### config.mk
export PLATFORM = sky130hd
export DESIGN_NAME = our_spsram_arbiter_flat
export DESIGN_NICKNAME = d
export VERILOG_FILES = /design/src/rtl/our_spsram_arbiter_pkg.sv /design/src/rtl/our_spsram_arbiter_if.sv /design/src/rtl/our_spsram_arbiter_rr.sv /design/src/rtl/our_spsram_arbiter.sv /design/src/flat_wrapper.sv
export SDC_FILE = /design/constraint.sdc
export NUM_CORES = 1
export LEC_CHECK = 0
export CAP_MARGIN = 20
export CELL_PAD_IN_SITES_DETAIL_PLACEMENT = 0
export CELL_PAD_IN_SITES_GLOBAL_PLACEMENT = 1
export CORE_AREA = 4 4 425 427
export DETAILED_ROUTE_END_ITERATION = 10
export DIE_AREA = 0 0 429 431
export PLACE_DENSITY_LB_ADDON = 0.15
export SLEW_MARGIN = 30
export SYNTH_ARGS = -nofsm -noshare
export SYNTH_HDL_FRONTEND = slang
export SYNTH_HIERARCHICAL = 1
export SYNTH_SLANG_ARGS = --single-unit
### constraint.sdc
create_clock -name clk_i -period 6.9 [get_ports clk_i]
set_input_delay 1.38 -clock clk_i [delete_from_list [all_inputs] [get_ports clk_i]]
set_output_delay 1.38 -clock clk_i [all_outputs]
set_load 0.01 [all_outputs]
### src/rtl/our_spsram_arbiter_pkg.sv
// rtl/our_spsram_arbiter_pkg.sv - shared types, widths and round-robin pick for the SRAM arbiter
//
// Purpose: holds the arbiter state enum, the SRAM data and byte-enable widths,
// and rr_pick(). rr_pick() works on a fixed 8-bit request vector so that one
// function serves every NUM_REQ in 2..8. Callers zero-extend the request
// vector and keep only the low NUM_REQ bits of the result.
// Ports: none (package).

package our_spsram_arb_pkg;

  typedef enum logic {
    ARB    = 1'b0,
    LOCKED = 1'b1
  } arb_state_e;

  localparam int DATA_WIDTH = 128;
  localparam int BE_WIDTH   = 16;
  localparam int MAX_REQ    = 8;

  // One-hot pick of the first asserted request, scanning upward from ptr
  // and wrapping modulo n. Indices at or above n are never considered.
  function automatic logic [MAX_REQ-1:0] rr_pick(input logic [MAX_REQ-1:0] req,
                                                 input logic [2:0]         ptr,
                                                 input int                 n);
    logic [MAX_REQ-1:0] pick;
    logic               found;
    logic [2:0]         sel;
    pick  = '0;
    found = 1'b0;
    for (int i = 0; i < MAX_REQ; i++) begin
      sel = 3'((int'(ptr) + i) % n);
      if ((i < n) && !found && req[sel]) begin
        pick[sel] = 1'b1;
        found     = 1'b1;
      end
    end
    return pick;
  endfunction

endpackage

### src/rtl/our_spsram_arbiter_if.sv
// rtl/our_spsram_arbiter_if.sv - requester and SRAM pin bundle for the shared-SRAM arbiter
//
// Purpose: groups the requester handshake bus and the SRAM pins.
// Ports (signals):
//   req_i/we_i/lock_i  per-requester request, write, burst-lock
//   addr_i/wdata_i/be_i  per-requester slices (requester k owns slice k)
//   gnt_o, rvalid_o, rdata_o  grant, response strobe, broadcast read data
//   sram_a_o/sram_cen_o/sram_wen_o/sram_d_o/sram_q_i  SRAM pins
// Modports: slave = arbiter side, master = requesters plus SRAM model.

interface our_spsram_arbiter_if #(
  parameter int NUM_REQ    = 4,
  parameter int ADDR_WIDTH = 21
);
  import our_spsram_arb_pkg::*;

  logic [NUM_REQ-1:0]            req_i;
  logic [NUM_REQ-1:0]            we_i;
  logic [NUM_REQ-1:0]            lock_i;
  logic [NUM_REQ*ADDR_WIDTH-1:0] addr_i;
  logic [NUM_REQ*DATA_WIDTH-1:0] wdata_i;
  logic [NUM_REQ*BE_WIDTH-1:0]   be_i;
  logic [NUM_REQ-1:0]            gnt_o;
  logic [NUM_REQ-1:0]            rvalid_o;
  logic [DATA_WIDTH-1:0]         rdata_o;
  logic [ADDR_WIDTH-1:0]         sram_a_o;
  logic                          sram_cen_o;
  logic [BE_WIDTH-1:0]           sram_wen_o;
  logic [DATA_WIDTH-1:0]         sram_d_o;
  logic [DATA_WIDTH-1:0]         sram_q_i;

  modport slave (
    input  req_i, we_i, lock_i, addr_i, wdata_i, be_i, sram_q_i,
    output gnt_o, rvalid_o, rdata_o, sram_a_o, sram_cen_o, sram_wen_o, sram_d_o
  );

  modport master (
    output req_i, we_i, lock_i, addr_i, wdata_i, be_i, sram_q_i,
    input  gnt_o, rvalid_o, rdata_o, sram_a_o, sram_cen_o, sram_wen_o, sram_d_o
  );

endinterface

### src/rtl/our_spsram_arbiter_rr.sv
// rtl/our_spsram_arbiter_rr.sv - round-robin pick with its rotating priority pointer
//
// Purpose: combinational one-hot pick over i_req starting at the pointer,
// plus the pointer register itself. The owner of this block does not decide
// when the pointer moves; the caller asserts i_adv with the index whose
// successor becomes the new pointer.
// Ports:
//   clk_i, rst_i  clock, synchronous active-high reset (pointer -> 0)
//   i_req         eligible requests (already masked by the caller)
//   i_adv         move the pointer this cycle
//   i_adv_idx     pointer becomes (i_adv_idx + 1) mod NUM_REQ
//   o_gnt         one-hot pick, zero when i_req is zero

module our_rr_arbiter
  import our_spsram_arb_pkg::*;
#(
  parameter  int NUM_REQ = 4,
  localparam int IDX_W   = $clog2(NUM_REQ)
) (
  input  logic               clk_i,
  input  logic               rst_i,
  input  logic [NUM_REQ-1:0] i_req,
  input  logic               i_adv,
  input  logic [IDX_W-1:0]   i_adv_idx,
  output logic [NUM_REQ-1:0] o_gnt
);

  logic [IDX_W-1:0]   r_ptr;
  logic [MAX_REQ-1:0] w_pick;
  logic               w_unused_pick;

  assign w_pick        = rr_pick(MAX_REQ'(i_req), 3'(r_ptr), NUM_REQ);
  assign o_gnt         = w_pick[NUM_REQ-1:0];
  // Bits above NUM_REQ are always zero because the request was zero-extended.
  assign w_unused_pick = ^w_pick;

  always_ff @(posedge clk_i) begin
    if (rst_i) begin
      r_ptr <= '0;
    end else if (i_adv) begin
      r_ptr <= (i_adv_idx == IDX_W'(NUM_REQ - 1)) ? '0 : i_adv_idx + 1'b1;
    end
  end

endmodule

### src/rtl/our_spsram_arbiter.sv
// rtl/our_spsram_arbiter.sv - round-robin arbiter sharing one 128-bit single-port SRAM
//
// Purpose: grants at most one requester per cycle (combinational one-hot
// gnt_o), drives the SRAM pins for that access, and returns a registered
// per-requester rvalid_o one cycle later with read data broadcast on rdata_o.
// A requester that is granted with lock_i set keeps exclusive ownership for up
// to MAX_BURST consecutive grants.
// Ports:
//   clk_i, rst_i  clock, synchronous active-high reset
//   bus           our_spsram_arbiter_if.slave (requesters + SRAM pins)
//   perf_gnt_cnt_o, perf_stall_cnt_o  only when OUR_SPSRAM_ARB_PERF_EN is
//                 defined: saturating per-requester grant counters and a
//                 stall counter (cycles where some request is not granted)
// Optional feature macro: OUR_SPSRAM_ARB_PERF_EN

module our_spsram_arbiter
  import our_spsram_arb_pkg::*;
#(
  parameter int NUM_REQ    = 4,
  parameter int ADDR_WIDTH = 21,
  parameter int MAX_BURST  = 8
) (
  input  logic                   clk_i,
  input  logic                   rst_i,
`ifdef OUR_SPSRAM_ARB_PERF_EN
  output logic [NUM_REQ*32-1:0]  perf_gnt_cnt_o,
  output logic [31:0]            perf_stall_cnt_o,
`endif
  our_spsram_arbiter_if.slave    bus
);

  localparam int IDX_W = $clog2(NUM_REQ);

  arb_state_e            r_state, w_state_nxt;
  logic [IDX_W-1:0]      r_own, w_own_nxt;
  logic [7:0]            r_burst_cnt, w_burst_cnt_nxt;
  logic [NUM_REQ-1:0]    w_elig;
  logic [NUM_REQ-1:0]    w_gnt;
  logic                  w_gnt_any;
  logic [IDX_W-1:0]      w_gnt_idx;
  logic                  w_adv;
  logic [IDX_W-1:0]      w_adv_idx;
  logic [NUM_REQ-1:0]    r_rvalid;
  logic                  r_resp_we;
  logic [ADDR_WIDTH-1:0] w_cur_a, r_sram_a;
  logic [DATA_WIDTH-1:0] w_cur_d, r_sram_d;
  logic [BE_WIDTH-1:0]   w_cur_be;

  // In LOCKED only the owner may be granted, even if it is idle and others wait.
  always_comb begin
    w_elig = '0;
    if (!rst_i) begin
      if (r_state == LOCKED) begin
        w_elig[r_own] = bus.req_i[r_own];
      end else begin
        w_elig = bus.req_i;
      end
    end
  end

  our_rr_arbiter #(.NUM_REQ(NUM_REQ)) u_rr (
    .clk_i     (clk_i),
    .rst_i     (rst_i),
    .i_req     (w_elig),
    .i_adv     (w_adv),
    .i_adv_idx (w_adv_idx),
    .o_gnt     (w_gnt)
  );

  always_comb begin
    w_gnt_idx = '0;
    for (int k = 0; k < NUM_REQ; k++) begin
      if (w_gnt[k]) w_gnt_idx = IDX_W'(k);
    end
  end

  assign w_gnt_any = |w_gnt;

  // Next-state logic. Entering LOCKED deliberately leaves the pointer alone;
  // leaving LOCKED (lock dropped, burst limit hit, or owner idle) moves it
  // past the owner so the others get the next turn.
  always_comb begin
    w_state_nxt     = r_state;
    w_own_nxt       = r_own;
    w_burst_cnt_nxt = r_burst_cnt;
    w_adv           = 1'b0;
    w_adv_idx       = w_gnt_idx;
    case (r_state)
      ARB: begin
        if (w_gnt_any) begin
          if (bus.lock_i[w_gnt_idx]) begin
            w_state_nxt     = LOCKED;
            w_own_nxt       = w_gnt_idx;
            w_burst_cnt_nxt = 8'd1;
          end else begin
            w_adv = 1'b1;
          end
        end
      end
      LOCKED: begin
        if (w_gnt_any) begin
          w_burst_cnt_nxt = r_burst_cnt + 8'd1;
          if (!bus.lock_i[r_own] || ((9'(r_burst_cnt) + 9'd1) == 9'(MAX_BURST))) begin
            w_state_nxt     = ARB;
            w_adv           = 1'b1;
            w_adv_idx       = r_own;
            w_burst_cnt_nxt = '0;
          end
        end else begin
          w_state_nxt     = ARB;
          w_adv           = 1'b1;
          w_adv_idx       = r_own;
          w_burst_cnt_nxt = '0;
        end
      end
      default: w_state_nxt = ARB;
    endcase
  end

  assign w_cur_a  = bus.addr_i[w_gnt_idx*ADDR_WIDTH +: ADDR_WIDTH];
  assign w_cur_d  = bus.wdata_i[w_gnt_idx*DATA_WIDTH +: DATA_WIDTH];
  assign w_cur_be = bus.be_i[w_gnt_idx*BE_WIDTH +: BE_WIDTH];

  always_ff @(posedge clk_i) begin
    if (rst_i) begin
      r_state     <= ARB;
      r_own       <= '0;
      r_burst_cnt <= '0;
      r_rvalid    <= '0;
      r_resp_we   <= 1'b0;
      r_sram_a    <= '0;
      r_sram_d    <= '0;
    end else begin
      r_state     <= w_state_nxt;
      r_own       <= w_own_nxt;
      r_burst_cnt <= w_burst_cnt_nxt;
      r_rvalid    <= w_gnt;
      r_resp_we   <= w_gnt_any & bus.we_i[w_gnt_idx];
      if (w_gnt_any) begin
        r_sram_a <= w_cur_a;
        r_sram_d <= w_cur_d;
      end
    end
  end

  // Address and data hold the last granted values while idle so the SRAM
  // inputs do not toggle when nothing is accessed.
  assign bus.gnt_o      = w_gnt;
  assign bus.sram_cen_o = ~w_gnt_any;
  assign bus.sram_wen_o = (w_gnt_any && bus.we_i[w_gnt_idx]) ? ~w_cur_be : '1;
  assign bus.sram_a_o   = w_gnt_any ? w_cur_a : r_sram_a;
  assign bus.sram_d_o   = w_gnt_any ? w_cur_d : r_sram_d;

  // A reset arriving the cycle after a grant swallows that response.
  assign bus.rvalid_o   = rst_i ? '0 : r_rvalid;
  assign bus.rdata_o    = (!rst_i && (|r_rvalid) && !r_resp_we) ? bus.sram_q_i : '0;

`ifdef OUR_SPSRAM_ARB_PERF_EN
  logic [NUM_REQ*32-1:0] r_perf_gnt;
  logic [31:0]           r_perf_stall;

  always_ff @(posedge clk_i) begin
    if (rst_i) begin
      r_perf_gnt   <= '0;
      r_perf_stall <= '0;
    end else begin
      for (int k = 0; k < NUM_REQ; k++) begin
        if (w_gnt[k] && (r_perf_gnt[k*32 +: 32] != 32'hFFFF_FFFF)) begin
          r_perf_gnt[k*32 +: 32] <= r_perf_gnt[k*32 +: 32] + 32'd1;
        end
      end
      if ((|(bus.req_i & ~w_gnt)) && (r_perf_stall != 32'hFFFF_FFFF)) begin
        r_perf_stall <= r_perf_stall + 32'd1;
      end
    end
  end

  assign perf_gnt_cnt_o   = r_perf_gnt;
  assign perf_stall_cnt_o = r_perf_stall;
`endif

endmodule
### src/flat_wrapper.sv
// flat-port wrapper written by rule: the top's interface ports become plain ports
module our_spsram_arbiter_flat import our_spsram_arb_pkg::*;
#(
  parameter int NUM_REQ    = 4,
  parameter int ADDR_WIDTH = 21,
  parameter int MAX_BURST  = 8
)
  (clk_i, rst_i, bus_req_i, bus_we_i, bus_lock_i, bus_addr_i, bus_wdata_i, bus_be_i, bus_sram_q_i, bus_gnt_o, bus_rvalid_o, bus_rdata_o, bus_sram_a_o, bus_sram_cen_o, bus_sram_wen_o, bus_sram_d_o);
  our_spsram_arbiter_if #(.NUM_REQ(NUM_REQ), .ADDR_WIDTH(ADDR_WIDTH)) bus_i ();
  input  logic clk_i;
  input  logic rst_i;
  input wire logic [$bits(bus_i.req_i)-1:0] bus_req_i;
  input wire logic [$bits(bus_i.we_i)-1:0] bus_we_i;
  input wire logic [$bits(bus_i.lock_i)-1:0] bus_lock_i;
  input wire logic [$bits(bus_i.addr_i)-1:0] bus_addr_i;
  input wire logic [$bits(bus_i.wdata_i)-1:0] bus_wdata_i;
  input wire logic [$bits(bus_i.be_i)-1:0] bus_be_i;
  input wire logic [$bits(bus_i.sram_q_i)-1:0] bus_sram_q_i;
  output wire logic [$bits(bus_i.gnt_o)-1:0] bus_gnt_o;
  output wire logic [$bits(bus_i.rvalid_o)-1:0] bus_rvalid_o;
  output wire logic [$bits(bus_i.rdata_o)-1:0] bus_rdata_o;
  output wire logic [$bits(bus_i.sram_a_o)-1:0] bus_sram_a_o;
  output wire logic [$bits(bus_i.sram_cen_o)-1:0] bus_sram_cen_o;
  output wire logic [$bits(bus_i.sram_wen_o)-1:0] bus_sram_wen_o;
  output wire logic [$bits(bus_i.sram_d_o)-1:0] bus_sram_d_o;
  assign bus_i.req_i = bus_req_i;
  assign bus_i.we_i = bus_we_i;
  assign bus_i.lock_i = bus_lock_i;
  assign bus_i.addr_i = bus_addr_i;
  assign bus_i.wdata_i = bus_wdata_i;
  assign bus_i.be_i = bus_be_i;
  assign bus_i.sram_q_i = bus_sram_q_i;
  assign bus_gnt_o = bus_i.gnt_o;
  assign bus_rvalid_o = bus_i.rvalid_o;
  assign bus_rdata_o = bus_i.rdata_o;
  assign bus_sram_a_o = bus_i.sram_a_o;
  assign bus_sram_cen_o = bus_i.sram_cen_o;
  assign bus_sram_wen_o = bus_i.sram_wen_o;
  assign bus_sram_d_o = bus_i.sram_d_o;
  our_spsram_arbiter #(.NUM_REQ(NUM_REQ), .ADDR_WIDTH(ADDR_WIDTH), .MAX_BURST(MAX_BURST)) u_core (.clk_i(clk_i), .rst_i(rst_i), .bus(bus_i));
endmodule
# Word-level counts from Yosys, hierarchy flattened
# Cells that the tools add are included.
[totals] regBits=167 inputBits=802 word_cells=131 out_inout_bits=302
[op_classes] n_mul=1 eq_ne=4 order_cmp=11 add_sub_neg=6 muxes=62 reduce_logical=25 bitwise=11 shifts=3
[ops] op="512-bit by 10-bit indexed part select with 128-bit output" count=1
[ops] op="128-bit 2-to-1 mux" count=2
[ops] op="84-bit by 8-bit indexed part select with 21-bit output" count=1
[ops] op="64-bit by 7-bit indexed part select with 16-bit output" count=1
[ops] op="8-bit 2-to-1 mux" count=4
[ops] op="4-bit 2-to-1 mux" count=7
[ops] op="1-bit 2-to-1 mux" count=25
[ops] op="21-bit 2-to-1 mux" count=1
[ops] op="16-bit 2-to-1 mux" count=1
[ops] op="16-bit NOT" count=1
[ops] op="8-bit case mux with 2 select lines" count=1
[ops] op="3-bit by 4-bit less-than comparator with 1-bit output, second input constant" count=3
[ops] op="2-bit 2-to-1 mux" count=6
[ops] op="4-bit OR" count=3
[ops] op="1-bit logical AND" count=11
[ops] op="1-bit binary-select mux with 2-bit select" count=5
[ops] op="8-bit by 1-bit adder with 9-bit output, second input constant" count=1
[ops] op="1-bit binary-select mux with 3-bit select" count=3
[ops] op="1-bit demux with 3-bit select" count=3
[ops] op="9-bit by 4-bit == test with 1-bit output, second input constant" count=1
[ops] op="3-bit by 1-bit >= comparator with 1-bit output, second input constant" count=3
[ops] op="8-bit by 1-bit adder with 8-bit output, second input constant" count=1
[ops] op="4-bit OR reduction" count=2
[ops] op="2-bit by 5-bit multiplier with 7-bit output, second input constant" count=1
[ops] op="18 further kinds" count=35

# Depth between registers and ports, before layout
# Gate-level depths: netlist of run 1.
[depth] word_depth=27 mapped_depth=20 depth_no_buf=16

# Hierarchy
# The synthesis of run 1 kept the hierarchy.
[modules_own_cells] mod="our_spsram_arbiter" instances=1 cells_each=1662 area_per_inst_um2=12968.7 seq_area_each_um2=3303.2
[modules_own_cells] mod="our_rr_arbiter" instances=1 cells_each=50 area_per_inst_um2=414.1 seq_area_each_um2=40.0

# Worst setup path after synthesis of run 1
# OpenSTA, ideal clock, no wires.
[synth_timing] path_kind="input -> output" from="in rst_i" to="out bus_sram_wen_o[10]" path_stages=16 n_path_buf=6 required_ns=5.520 path_slack_ns=1.048 arrival_ns=4.472 path_cell_list="clkbuf_1 clkbuf_1 a211oi_1 and3b_1 o2111ai_1 nand3_1 a221o_1 buf_6 buf_6 buf_4 nand3b_1 a21oi_1 a21oi_1 o21ai_2 buf_2 nand2_1"
[synth_between] elab_chain_len=20 elab_cells_between_ends=35 cone_classes="1 x shift; 22 x mux; 4 x bitwise; 8 x reduce/logical"
[synth_lines] element="start, declared" line="flat_wrapper.sv:11" rtl="input logic rst_i;"
[synth_lines] element="4-bit 2-to-1 mux (*)" line="our_spsram_arbiter.sv:52" rtl="if (!rst_i) begin"
[synth_lines] element="via u_core.w_elig[2]" line="our_spsram_arbiter.sv:37" rtl="logic [NUM_REQ-1:0] w_elig;"
[synth_lines] element="1-bit binary-select mux with 2-bit select" line="our_spsram_arbiter_pkg.sv:32" rtl="if ((i < n) && !found && req[sel]) begin"
[synth_lines] element="1-bit 2-to-1 mux (implied by the code)" line="our_spsram_arbiter_pkg.sv:32"
[synth_lines] element="1-bit 2-to-1 mux" line="our_spsram_arbiter_pkg.sv:32"
[synth_lines] element="1-bit logical NOT" line="our_spsram_arbiter_pkg.sv:32"
[synth_lines] element="1-bit logical AND" line="our_spsram_arbiter_pkg.sv:32"
[synth_lines] element="1-bit 2-to-1 mux" line="our_spsram_arbiter_pkg.sv:32"
[synth_lines] element="1-bit logical NOT" line="our_spsram_arbiter_pkg.sv:32"
[synth_lines] element="1-bit logical AND" line="our_spsram_arbiter_pkg.sv:32"
[synth_lines] element="1-bit 2-to-1 mux" line="our_spsram_arbiter_pkg.sv:32"
[synth_lines] element="1-bit logical NOT" line="our_spsram_arbiter_pkg.sv:32"
[synth_lines] element="1-bit logical AND" line="our_spsram_arbiter_pkg.sv:32"
[synth_lines] element="4-bit 2-to-1 mux (*)" line="our_spsram_arbiter_pkg.sv:32"
[synth_lines] element="via bus_gnt_o[1]" line="flat_wrapper.sv:19" rtl="output wire logic [$bits(bus_i.gnt_o)-1:0] bus_gnt_o;"
[synth_lines] element="branches (longest 6 deep; another with 64-bit by 7-bit indexed part select with 16-bit output)"
[synth_lines] element="16-bit 2-to-1 mux (*)" line="our_spsram_arbiter.sv:150" rtl="assign bus.sram_wen_o = (w_gnt_any && bus.we_i[w_gnt_idx]) ? ~w_cur_be : '1;"
[synth_lines] element="end, declared" line="flat_wrapper.sv:24" rtl="output wire logic [$bits(bus_i.sram_wen_o)-1:0] bus_sram_wen_o;"
# Mark *: on every way through the listed nets, which the timed path passes. The select of a mux whose other input is x is not followed.

# Final worst setup path of run 1
[layout_timing] from="in bus_req_i[0]" to="out bus_sram_d_o[119]"
[layout_between] elab_chain_len=22 elab_cells_between_ends=35 cone_classes="1 x shift; 23 x mux; 4 x bitwise; 7 x reduce/logical"
[layout_lines] element="start, declared" line="flat_wrapper.sv:12" rtl="input wire logic [$bits(bus_i.req_i)-1:0] bus_req_i;"
[layout_lines] element="1-bit binary-select mux with 2-bit select (*)" line="our_spsram_arbiter.sv:54" rtl="w_elig[r_own] = bus.req_i[r_own];"
[layout_lines] element="1-bit 2-to-1 mux (implied by the code) (*)" line="our_spsram_arbiter.sv:54"
[layout_lines] element="4-bit bitwise AND (no source line) (*)"
[layout_lines] element="4-bit 2-to-1 mux (*)" line="our_spsram_arbiter.sv:53" rtl="if (r_state == LOCKED) begin"
[layout_lines] element="4-bit 2-to-1 mux (*)" line="our_spsram_arbiter.sv:52"
[layout_lines] element="via u_core.w_elig[3]" line="our_spsram_arbiter.sv:37"
[layout_lines] element="1-bit binary-select mux with 2-bit select" line="our_spsram_arbiter_pkg.sv:32"
[layout_lines] element="1-bit 2-to-1 mux (implied by the code)" line="our_spsram_arbiter_pkg.sv:32"
[layout_lines] element="(+6 left out)"
[layout_lines] element="1-bit 2-to-1 mux" line="our_spsram_arbiter_pkg.sv:32"
[layout_lines] element="1-bit logical NOT" line="our_spsram_arbiter_pkg.sv:32"
[layout_lines] element="1-bit logical AND" line="our_spsram_arbiter_pkg.sv:32"
[layout_lines] element="4-bit 2-to-1 mux (*)" line="our_spsram_arbiter_pkg.sv:32"
[layout_lines] element="1-bit 2-to-1 mux" line="our_spsram_arbiter.sv:73" rtl="if (w_gnt[k]) w_gnt_idx = IDX_W'(k);"
[layout_lines] element="2-bit 2-to-1 mux (2 in series)" line="our_spsram_arbiter.sv:73"
[layout_lines] element="512-bit by 10-bit indexed part select with 128-bit output" line="our_spsram_arbiter.sv:121" rtl="assign w_cur_d = bus.wdata_i[w_gnt_idx*DATA_WIDTH +: DATA_WIDTH];"
[layout_lines] element="128-bit 2-to-1 mux (*)" line="our_spsram_arbiter.sv:152" rtl="assign bus.sram_d_o = w_gnt_any ? w_cur_d : r_sram_d;"
[layout_lines] element="end, declared" line="flat_wrapper.sv:25" rtl="output wire logic [$bits(bus_i.sram_d_o)-1:0] bus_sram_d_o;"
# The timed path passes the listed nets; every way through them passes the cells marked *. The select of a mux whose other input is x is not followed.

==> impl_metrics.toml, run 1 <==
[logic_synthesis]
synth_area_um2 = 13400
yosysMostFrequentCell = "nor2_1"
synth_edf_count = 0
syn_inst = 1712
seq_area_frac_synth_pct = 25.0
syn_nets = 2522
synth_seq_cells = 167
netlist.area_leader.share_pct = 25.0
ys_warn_count = 6
synth_commonest_cells = "nor2_1, dfxtp_1, a21oi_1, and2_1, clkbuf_1"
async_reset_ff_share_pct = 0
avgSynthCellArea_um2 = 7.82
synth_top_cell_by_area = "dfxtp_1"
synth_cell_type_count = 49
synthTopCellsByArea = "dfxtp_1, o221a_2, mux2_2, a221oi_1, a21oi_1"
synthFlopType = "dfxtp_1"

[placement]
gp_congestion = 0.824
hpwl_um = 102000
numPortBuffers = 1103
dpl-instance-area_um2 = 29400
placed_cells = 5254

[grt]
grt_pass1_vias = 19300
grt_max_degree = 65
antenna_found_initial = 39
track_usage_pct = 13.0
grt_pass1_wl_um = 169000
grt_overflow = 0

[die]
dieArea_um2 = 185000
die_y_um = 431
rows = 154
io-pin-count = 1104
die_width_um = 429
start_util_pct = 7.60
core_um2 = 176000

[timing]
rsz0062_at_grt = "true"
hold-worst-slack_ps = 506
skew_ps = 15.3
min_period_ps = 6800
max_clock_freq_ghz = 0.147
hold_viol_final = 0
report.final.slew_viol_count = 0
slew_headroom_pct = 35.7
finalCritPeriodShare_pct = 98.6
setup_viol_count_final = 0
tightest_slew_ps = 965

[power_and_ir_drop]
powerDensity_nw_per_um2 = 651
p_leak_nw = 12.0
power_mw = 20.0
peakVddDrop_v = 0.000270

[critical_path]
cp-start-kind = "input port"
reg2regPathDepth = 20
max_stage_delay_ps = 540
crit_buf_inv = 7
rr_startpoint = "u_core/r_own[0]"
path_cells = "clkdlybuf4s50_1 > mux2i_1 > o22ai_1 > a21oi_1 > a211oi_1 > buf_4 > mux4_2 > buf_4 > nand2_1 > o21ai_1 > a221o_4 > buf_12 > buf_4 > mux2i_1 > or2_1 > a21oi_1 > a21oi_1 > a21oi_1 > buf_4 > clkdlybuf4s50_1"
reg2reg_slack_ps = 2220
crit_slowest_cell = "clkdlybuf4s50_1"
crit_cells = 20
timing.rr.end = "u_core/u_rr/r_ptr[1]"
crit_type = "in2out"
critical_path_arrival_ps = 5420
critPathCapture = "bus_sram_d_o[119]"
cp.required_ps = 5520
endpoint_kind = "primary output"
cp-startpoint = "bus_req_i[0]"
path_max_fanout = 8
crit_family = "buffers and inverters"

[route]
ant_nets = 0
drcViolationCount = 0
wl_per_cell_um = 23.6
wl_met3_um = 7610
routed-wl-met2_um = 65900
wirelength_um = 125000
drtPass1Iterations = 4
vias_per_cell = 3.39
first_iter_violations = 733
route.vias.total = 18000
wl_met1_um = 50700
topRoutingLayerUsed = "met5"

[clock_network]
cts_root_buf = "clkbuf_16"
htree_levels = 4
clk_pin_slew_worst_paths_ps = 80
numCtsBuffers = 17
postCtsHoldBufs = 0
cts.sinks = 167
max-clock-path-buffers = 2
insertion_delay_ps = 540
cts_tree = "built"

[status]
status = "finished, final reports clean"

[final_layout]
syn_to_final_growth_pct = 130
drive_above_1_share_pct = 19.7
fin_nets = 3763
final_cells = 5318
final_area_um2 = 30800
n_fill_cell = 20000

[hold_path]
hp-class = "reg2reg"
holdCritStartpoint = "u_core/r_burst_cnt[7]"

[flow_run]
drv_cap = 0
[state kept, by name (all words and copies together) (netlist names)]
name / count
u_core/r_state: 1
u_core/r_resp_we: 1
u_core/r_burst_cnt: 8
u_core/r_sram_a: 21
u_core/r_own: 2
u_core/r_sram_d: 128
u_core/r_rvalid: 4
u_core/u_rr/r_ptr: 2
[worst register-to-register path: cells and delay by family, from the launching register on]
family,cells,cell delay (ps)
buf+inv,5,990
fa+ha+maj,1,300
mux,4,1200
simple gates,3,440
compound gates,7,1140
flops,1,500
[kinds of logic (layout without fill, tap and decap cells)]
kind of cell    count (synthesis)  count (layout)  synth area share [%]
buf+inv                       190            1444                  6.25
mux                           173             173                  14.2
fa+ha+maj                       8               8                 0.748
simple gates                  598             598                  22.8
other cells                     0              12                     0
flops                         167             167                  25.0
compound gates                576             576                  31.0
[how the worst min path moves through the flow]
stage | endpoint | slack [ps] | cells past startpoint
finish | u_core/r_burst_cnt[7] | 510 | 1
global route | u_core/r_burst_cnt[7] | 520 | 1
CTS | u_core/r_burst_cnt[7] | 500 | 1
detailed placement | u_core/r_burst_cnt[7] | 480 | 1
global placement | u_core/r_burst_cnt[7] | 490 | 1
floorplan | u_core/r_burst_cnt[7] | 450 | 1
[power breakdown]
group          total (mW)  leakage (nW)  switching (mW)  internal, mW
Sequential           1.53          1.38           0.131          1.40
Clock                1.08         0.285           0.596         0.485
Combinational        17.4          10.4            8.40          9.04
Total                20.0          12.0            9.13          10.9
[metrics by stage]
step / setup WS (ps) / TNS (ps) / utilization, %
3_5_place_dp: -244 / -21060 / 16.7
5_1_grt: -161 / -1240 / 17.5
2_1_floorplan: 1050 / 0 / -
6_report: 96.9 / 0 / 17.5
4_1_cts: 0.984 / 0 / 17.2
3_3_place_gp: -234 / -16430 / 16.7
[layer usage]
| metal | global-route usage [%] | up-vias |
|---|---|---|
| met5 | 0 | - |
| met4 | 1.93 | 34 |
| met1 | 14.8 | 8469 |
| met3 | 4.04 | 81 |
| li1 | - | 8824 |
| met2 | 24.0 | 597 |
[placed cells by master (no fill, tap or decap), types with 7 or more instances in the layout]
| master | count |
|---|---|
| o21ai_0 | 74 |
| diode_2 | 12 |
| ha_1 | 8 |
| a211oi_1 | 46 |
| nand2_1 | 99 |
| nor2b_1 | 113 |
| and2_1 | 128 |
| inv_8 | 7 |
| inv_1 | 8 |
| dlymetal6s2s_1 | 125 |
| a221oi_2 | 16 |
| mux2_1 | 16 |
| dlygate4sd2_1 | 26 |
| mux2i_1 | 64 |
| buf_12 | 55 |
| or2_2 | 10 |
| a221oi_1 | 90 |
| dfxtp_1 | 167 |
| o221a_2 | 106 |
| buf_4 | 234 |
| a21oi_1 | 158 |
| clkdlybuf4s50_1 | 945 |
| nor2_1 | 178 |
| o21ai_1 | 58 |
| or2_1 | 38 |
| mux2_2 | 90 |
| clkbuf_16 | 18 |
[layout make-up]
type / instances / area [um2] / area share, %
Antenna cell: 12 / 30.0 / 0.0975
Clock buffer: 17 / 425 / 1.38
Clock inverter: 15 / 151 / 0.491
Inverter: 10 / 52.6 / 0.171
Multi-Input combinational cell: 1355 / 9420 / 30.6
Sequential cell: 167 / 3340 / 10.9
Tap cell: 2340 / 2930 / 9.50
Timing Repair Buffer: 1402 / 14500 / 46.9
[repair_timing]
item / CTS / global route
resized for setup: 37 / 154
buffers inserted: 8 / 6
setup endpoints to repair: 148 / 144
gates cloned: 5 / 1
pin swaps: 1 / 2
No activity file was read; power rests on OpenSTA's default activity.
==> inputs of run 2 (changes only) <==
- ABC_AREA: not set -> 1
- SETUP_SLACK_MARGIN: not set -> 0.05
==> run 2 against run 1 <==
Power grew 1.4%. Sequential power shrank 8%. Critical path depth grew 2. Via count grew 6.7%. Cell area shrank 9.3%. Critical endpoint is now bus_sram_d_o[35].
==> impl_metrics.toml, run 2 <==
[timing]
tightest_slew_ps = 913
max_clock_freq_ghz = 0.155
fin_setup_tns_ps = 0
setup_ws_ps = 439
slew_headroom_pct = 39.1
hold_viol_final = 0
report.final.slew_viol_count = 0
skew_ps = 18.4
min_period_ps = 6460
setup_viol_count_final = 0
finalCritPeriodShare_pct = 93.6
rsz0062_at_grt = "false"

[grt]
grt_overflow = 0
antenna_found_initial = 35
track_usage_pct = 13.2
grt_pass1_wl_um = 172000
grt_max_degree = 129
grt_pass1_vias = 20400

[power_and_ir_drop]
powerDensity_nw_per_um2 = 727
p_leak_nw = 11.0
peakVddDrop_v = 0.000441

[critical_path]
crit_cells = 22
cp-start-kind = "input port"
cp.required_ps = 5520
path_cells = "clkdlybuf4s50_1 > inv_1 > a211oi_2 > nand2_1 > nand3_2 > nand2_4 > nand2_4 > inv_2 > nand3_1 > nand3_1 > buf_4 > inv_2 > nand2_2 > nand2_8 > buf_12 > buf_4 > nor2_1 > o22ai_1 > buf_4 > nand2_1 > nand2_1 > clkdlybuf4s50_1"
rr_startpoint = "u_core/r_state"
max_stage_delay_ps = 600
crit_buf_inv = 9
critical_path_arrival_ps = 5080
path_max_fanout = 17
reg2regPathDepth = 22
crit_slowest_cell = "clkdlybuf4s50_1"
crit_type = "in2out"
crit_family = "buffers and inverters"
cp-startpoint = "bus_req_i[1]"
reg2reg_slack_ps = 2630
endpoint_kind = "primary output"

[logic_synthesis]
synth-compound-area-share_pct = 28.6
avgSynthCellArea_um2 = 5.77
synth_top_cell_by_area = "dfxtp_1"
netlist.area_leader.share_pct = 26.0
async_reset_ff_share_pct = 0
synth_top_family_by_area = "simple AND/OR/NAND/NOR gates"
syn_inst = 2232
syn_nets = 3042
synthFlopType = "dfxtp_1"
ys_warn_count = 6
synth_seq_cells = 167
seq_area_frac_synth_pct = 26.0
synth_edf_count = 0
yosysMostFrequentCell = "nor2_1"
synth_xor_area_share_pct = 0
synth_mux_area_share_pct = 0
synth_area_um2 = 12900
synthTopCellsByArea = "dfxtp_1, nor2_1, nand2_1, o21ai_0, inv_1"
synth_simple_gate_area_share_pct = 31.4
synth_fa_ha_area_share_pct = 0.777
synth_cell_type_count = 34
synth_commonest_cells = "nor2_1, nand2_1, o21ai_0, inv_1, dfxtp_1"

[clock_network]
insertion_delay_ps = 550
clk_pin_slew_worst_paths_ps = 70
cts.sinks = 167
cts_root_buf = "clkbuf_16"
postCtsHoldBufs = 0
cts_tree = "built"
numCtsBuffers = 17
htree_levels = 4
max-clock-path-buffers = 2

[final_layout]
drive_above_1_share_pct = 5.57
largest_reg_flops = 128
final_cells = 5657
multiInputGateArea_um2 = 7890
largest_register = "u_core/r_sram_d"
final_common_cell = "clkdlybuf4s50_1"
fin_nets = 4100
mostFrequentLayoutCells = "clkdlybuf4s50_1, nor2_1, nand2_1"
n_fill_cell = 20400
syn_to_final_growth_pct = 117
reg_top3 = "u_core/r_sram_d (128), u_core/r_sram_a (21), u_core/r_burst_cnt (8)"
seqCellArea_um2 = 3340

[placement]
pre_cts_ws_ps = -76.3
gp_congestion = 0.845
hpwl_um = 103000
numPortBuffers = 1103
placed_cells = 5609

[route]
ant_nets = 0
wl_per_cell_um = 22.6
vias_per_cell = 3.40
drcViolationCount = 0
first_iter_violations = 974
wirelength_um = 128000
route.vias.total = 19200
drtPass1Iterations = 7

[hold_path]
whs_path_depth = 2
holdCritStartpoint = "u_core/r_sram_d[126]"
hp-class = "reg2reg"

[die]
start_util_pct = 7.31
rows = 154
die_y_um = 431
dieArea_um2 = 185000
die_width_um = 429
io-pin-count = 1104
core_um2 = 176000

[flow_run]
drv_cap = 0

[status]
status = "finished, final reports clean"
-- run 2: cell count changes in the layout (fill, tap and decap cells not counted), sizes merged, moves of 113 or more --
cell,delta
dlymetal6s2s,-125
o22ai,+120
inv,+196
buf,-182
clkdlybuf4s50,+157
and2,-127
nor2b,-113
nand2,+384
o21ai,+161
nor2,+312
-- run 2: metal layers --
layer	share of wire (%)	GRT usage, %	vias up
li1	-	-	9444
met1	38	14.0	9040
met2	55	26.0	616
met3	5.4	3.46	92
met4	1.7	2.83	14
met5	0.068	0	-
-- run 2: stage by stage --
step | power, mW | utilization (%) | area (um2) | hold WS, ps
6_report | 20.3 | 15.9 | 27900 | 471
5_1_grt | 22.2 | 15.9 | 27900 | 488
4_1_cts | 21.2 | 15.8 | 27900 | 475
2_1_floorplan | 9.34 | - | 12900 | 451
3_3_place_gp | 20.0 | 15.5 | 27200 | 460
3_5_place_dp | 19.8 | 15.5 | 27200 | 462
-- run 2: worst min-delay path, cell delays in order, from the launching register on --
cell and delay (ps):
dfxtp_1 300, nand2_1 70, a21oi_1 60
-- run 2: logic make-up after synthesis --
logic type	Yosys count
AND/OR/NAND/NOR	1032
AO/OA/AOI/OAI	634
buffers and inverters	391
flip-flops	167
adder cells (fa/ha/maj)	8
-- run 2: timing repair --
| action | CTS | global route |
|---|---|---|
| gates resized for setup | 1 | 2 |
| cloned | 0 | 0 |
| setup buffers | 2 | 0 |
| pin swaps | 1 | 0 |
| endpoints found under the hold margin | 0 | 0 |
| endpoints found under the setup margin | 1 | 11 |
-- run 2: report_power, final --
group          total [mW]  switching (mW)  internal (mW)
sequential           1.41          0.0999           1.31
clock                1.20           0.565          0.631
combinational        17.7            10.6           7.16
-- run 2: area by class of cell --
cell class,instances,area share (%)
clock buffer,23,1.67
clock inverter,9,0.591
antenna,14,0.125
inverter,214,2.95
timing repair buffer,1216,44.0
multi-input combinational,1674,28.2
tap,2340,10.5
sequential,167,12.0
-- run 2: final timing paths --
path | end
worst min-delay path | u_core/r_sram_d[126]
worst max-delay path | bus_sram_d_o[35]
worst max register to register | u_core/u_rr/r_ptr[1]
worst min register to register | u_core/r_sram_d[126]
==> inputs of run 3 (changes only) <==
- MAX_ROUTING_LAYER: not set -> met4
==> run 3 against run 2 <==
Hold slack hardly changed. Final cell count is 0.23% higher. Setup slack worse by 1.9 ps. Highest routed layer is now met4. Fmax hardly changed. The flow now finishes with violations (DRC).
==> impl_metrics.toml, run 3 (synthesis results as in run 2) <==
[critical_path]
path_max_fanout = 38
cp.required_ps = 5520
cp-start-kind = "input port"
endpoint_kind = "primary output"
crit_type = "in2out"
critical_path_arrival_ps = 5080

[final_layout]
final_cells = 5670
reg_top3 = "u_core/r_sram_d (128), u_core/r_sram_a (21), u_core/r_burst_cnt (8)"
largest_reg_flops = 128
fin_nets = 4100
largest_register = "u_core/r_sram_d"
syn_to_final_growth_pct = 117
final_area_um2 = 28000
mostFrequentLayoutCells = "clkdlybuf4s50_1, nor2_1, nand2_1"
drive_above_1_share_pct = 5.57
final_common_cell = "clkdlybuf4s50_1"

[timing]
finalCritPeriodShare_pct = 93.7
min_period_ps = 6460
hold_viol_final = 0
tightest_slew_ps = 949
slew_headroom_pct = 36.8
hold-worst-slack_ps = 470
setup_ws_ps = 437
setup_viol_count_final = 0
rsz0062_at_grt = "false"
report.final.slew_viol_count = 0
max_clock_freq_ghz = 0.155
skew_ps = 17.4

[clock_network]
cts_tree = "built"
htree_levels = 4
max-clock-path-buffers = 2
clk_pin_slew_worst_paths_ps = 70
cts_root_buf = "clkbuf_16"
cts.sinks = 167
insertion_delay_ps = 550
numCtsBuffers = 17

[power_and_ir_drop]
powerDensity_nw_per_um2 = 726
peakVddDrop_v = 0.000449
p_leak_nw = 11.0

[route]
drcViolationCount = 6
first_iter_violations = 870
wl_per_cell_um = 22.6
drtPass1Iterations = 11
route.vias.total = 19200
vias_per_cell = 3.38
ant_nets = 0
wirelength_um = 128000

[die]
die_y_um = 431
die_width_um = 429
start_util_pct = 7.31
rows = 154
io-pin-count = 1104
core_um2 = 176000
dieArea_um2 = 185000

[placement]
gp_congestion = 0.859
numPortBuffers = 1103
placed_cells = 5609
hpwl_um = 103000
pre_cts_ws_ps = -76.3
dpl-instance-area_um2 = 27200

[grt]
grt_max_degree = 129
grt_pass1_wl_um = 172000
grt_pass1_vias = 20500
antenna_found_initial = 38
grt_overflow = 0
track_usage_pct = 13.6

[hold_path]
hp-class = "reg2reg"

[status]
status = "finished with violations"
failed_checks = "DRC"

[flow_run]
drv_cap = 0
==> run 3: metrics by stage <==
stage / utilization (%) / power (mW) / TNS (ps)
floorplan: - / 9.34 / 0
global placement: 15.5 / 20.0 / -94.8
detailed placement: 15.5 / 19.8 / -76.3
CTS: 15.8 / 21.2 / 0
global route: 15.9 / 22.2 / 0
finish: 15.9 / 20.3 / 0
==> run 3: timing repair <==
| item | 4_1_cts | 5_1_grt |
|---|---|---|
| hold buffers | 0 | 0 |
| resized for setup | 1 | 2 |
| setup endpoints to repair | 1 | 4 |
| buffers inserted | 2 | 0 |
| pin swaps | 1 | 0 |
==> run 3: layer usage <==
metal | global-route usage [%] | share of wire, % | vias to the layer above
li1 | - | - | 9471
met3 | 3.53 | 5.6 | 79
met5 | - | 0 | -
met4 | 2.63 | 1.5 | 0
met1 | 14.0 | 38 | 8999
met2 | 26.0 | 55 | 620
==> run 3: area by class of cell <==
cell class / count / area (um2)
fillers: 20400 / 148000
multi-input cells: 1674 / 7890
inverters: 214 / 823
repair buffers: 1216 / 12300
clock buffers: 23 / 468
clock inverters: 9 / 165
diodes: 27 / 67.6
well taps: 2340 / 2930
flip-flops and latches: 167 / 3340
==> run 3: worst max-delay path, stage by stage <==
cell and delay, ps:
clkdlybuf4s50_1 450, inv_1 70, a211oi_2 260, nand2_1 130
nand3_2 160, nand2_4 90, nand2_4 80, inv_2 50
nand3_1 60, nand3_1 140, buf_4 190, inv_6 170
nand2_8 100, inv_6 180, buf_12 270, nor2_1 70
o22ai_1 250, buf_4 190, nand2_1 70, nand2_1 80
clkdlybuf4s50_1 600
==> run 3: where the power goes <==
part	internal (mW)	total (mW)	switching, mW	leakage [nW]
clock network	0.631	1.19	0.560	0.304
registers	1.31	1.41	0.100	1.38
logic	7.16	17.7	10.6	9.30
==> run 3: path summary, 6_finish.rpt <==
path,from,endpoint,depth (start not counted),slack [ps]
max,bus_req_i[1],bus_sram_d_o[35],21,440
min,u_core/r_sram_d[126],u_core/r_sram_d[126],2,470
max reg2reg,u_core/r_state,u_core/u_rr/r_ptr[1],22,2650
min reg2reg,u_core/r_sram_d[126],u_core/r_sram_d[126],2,470
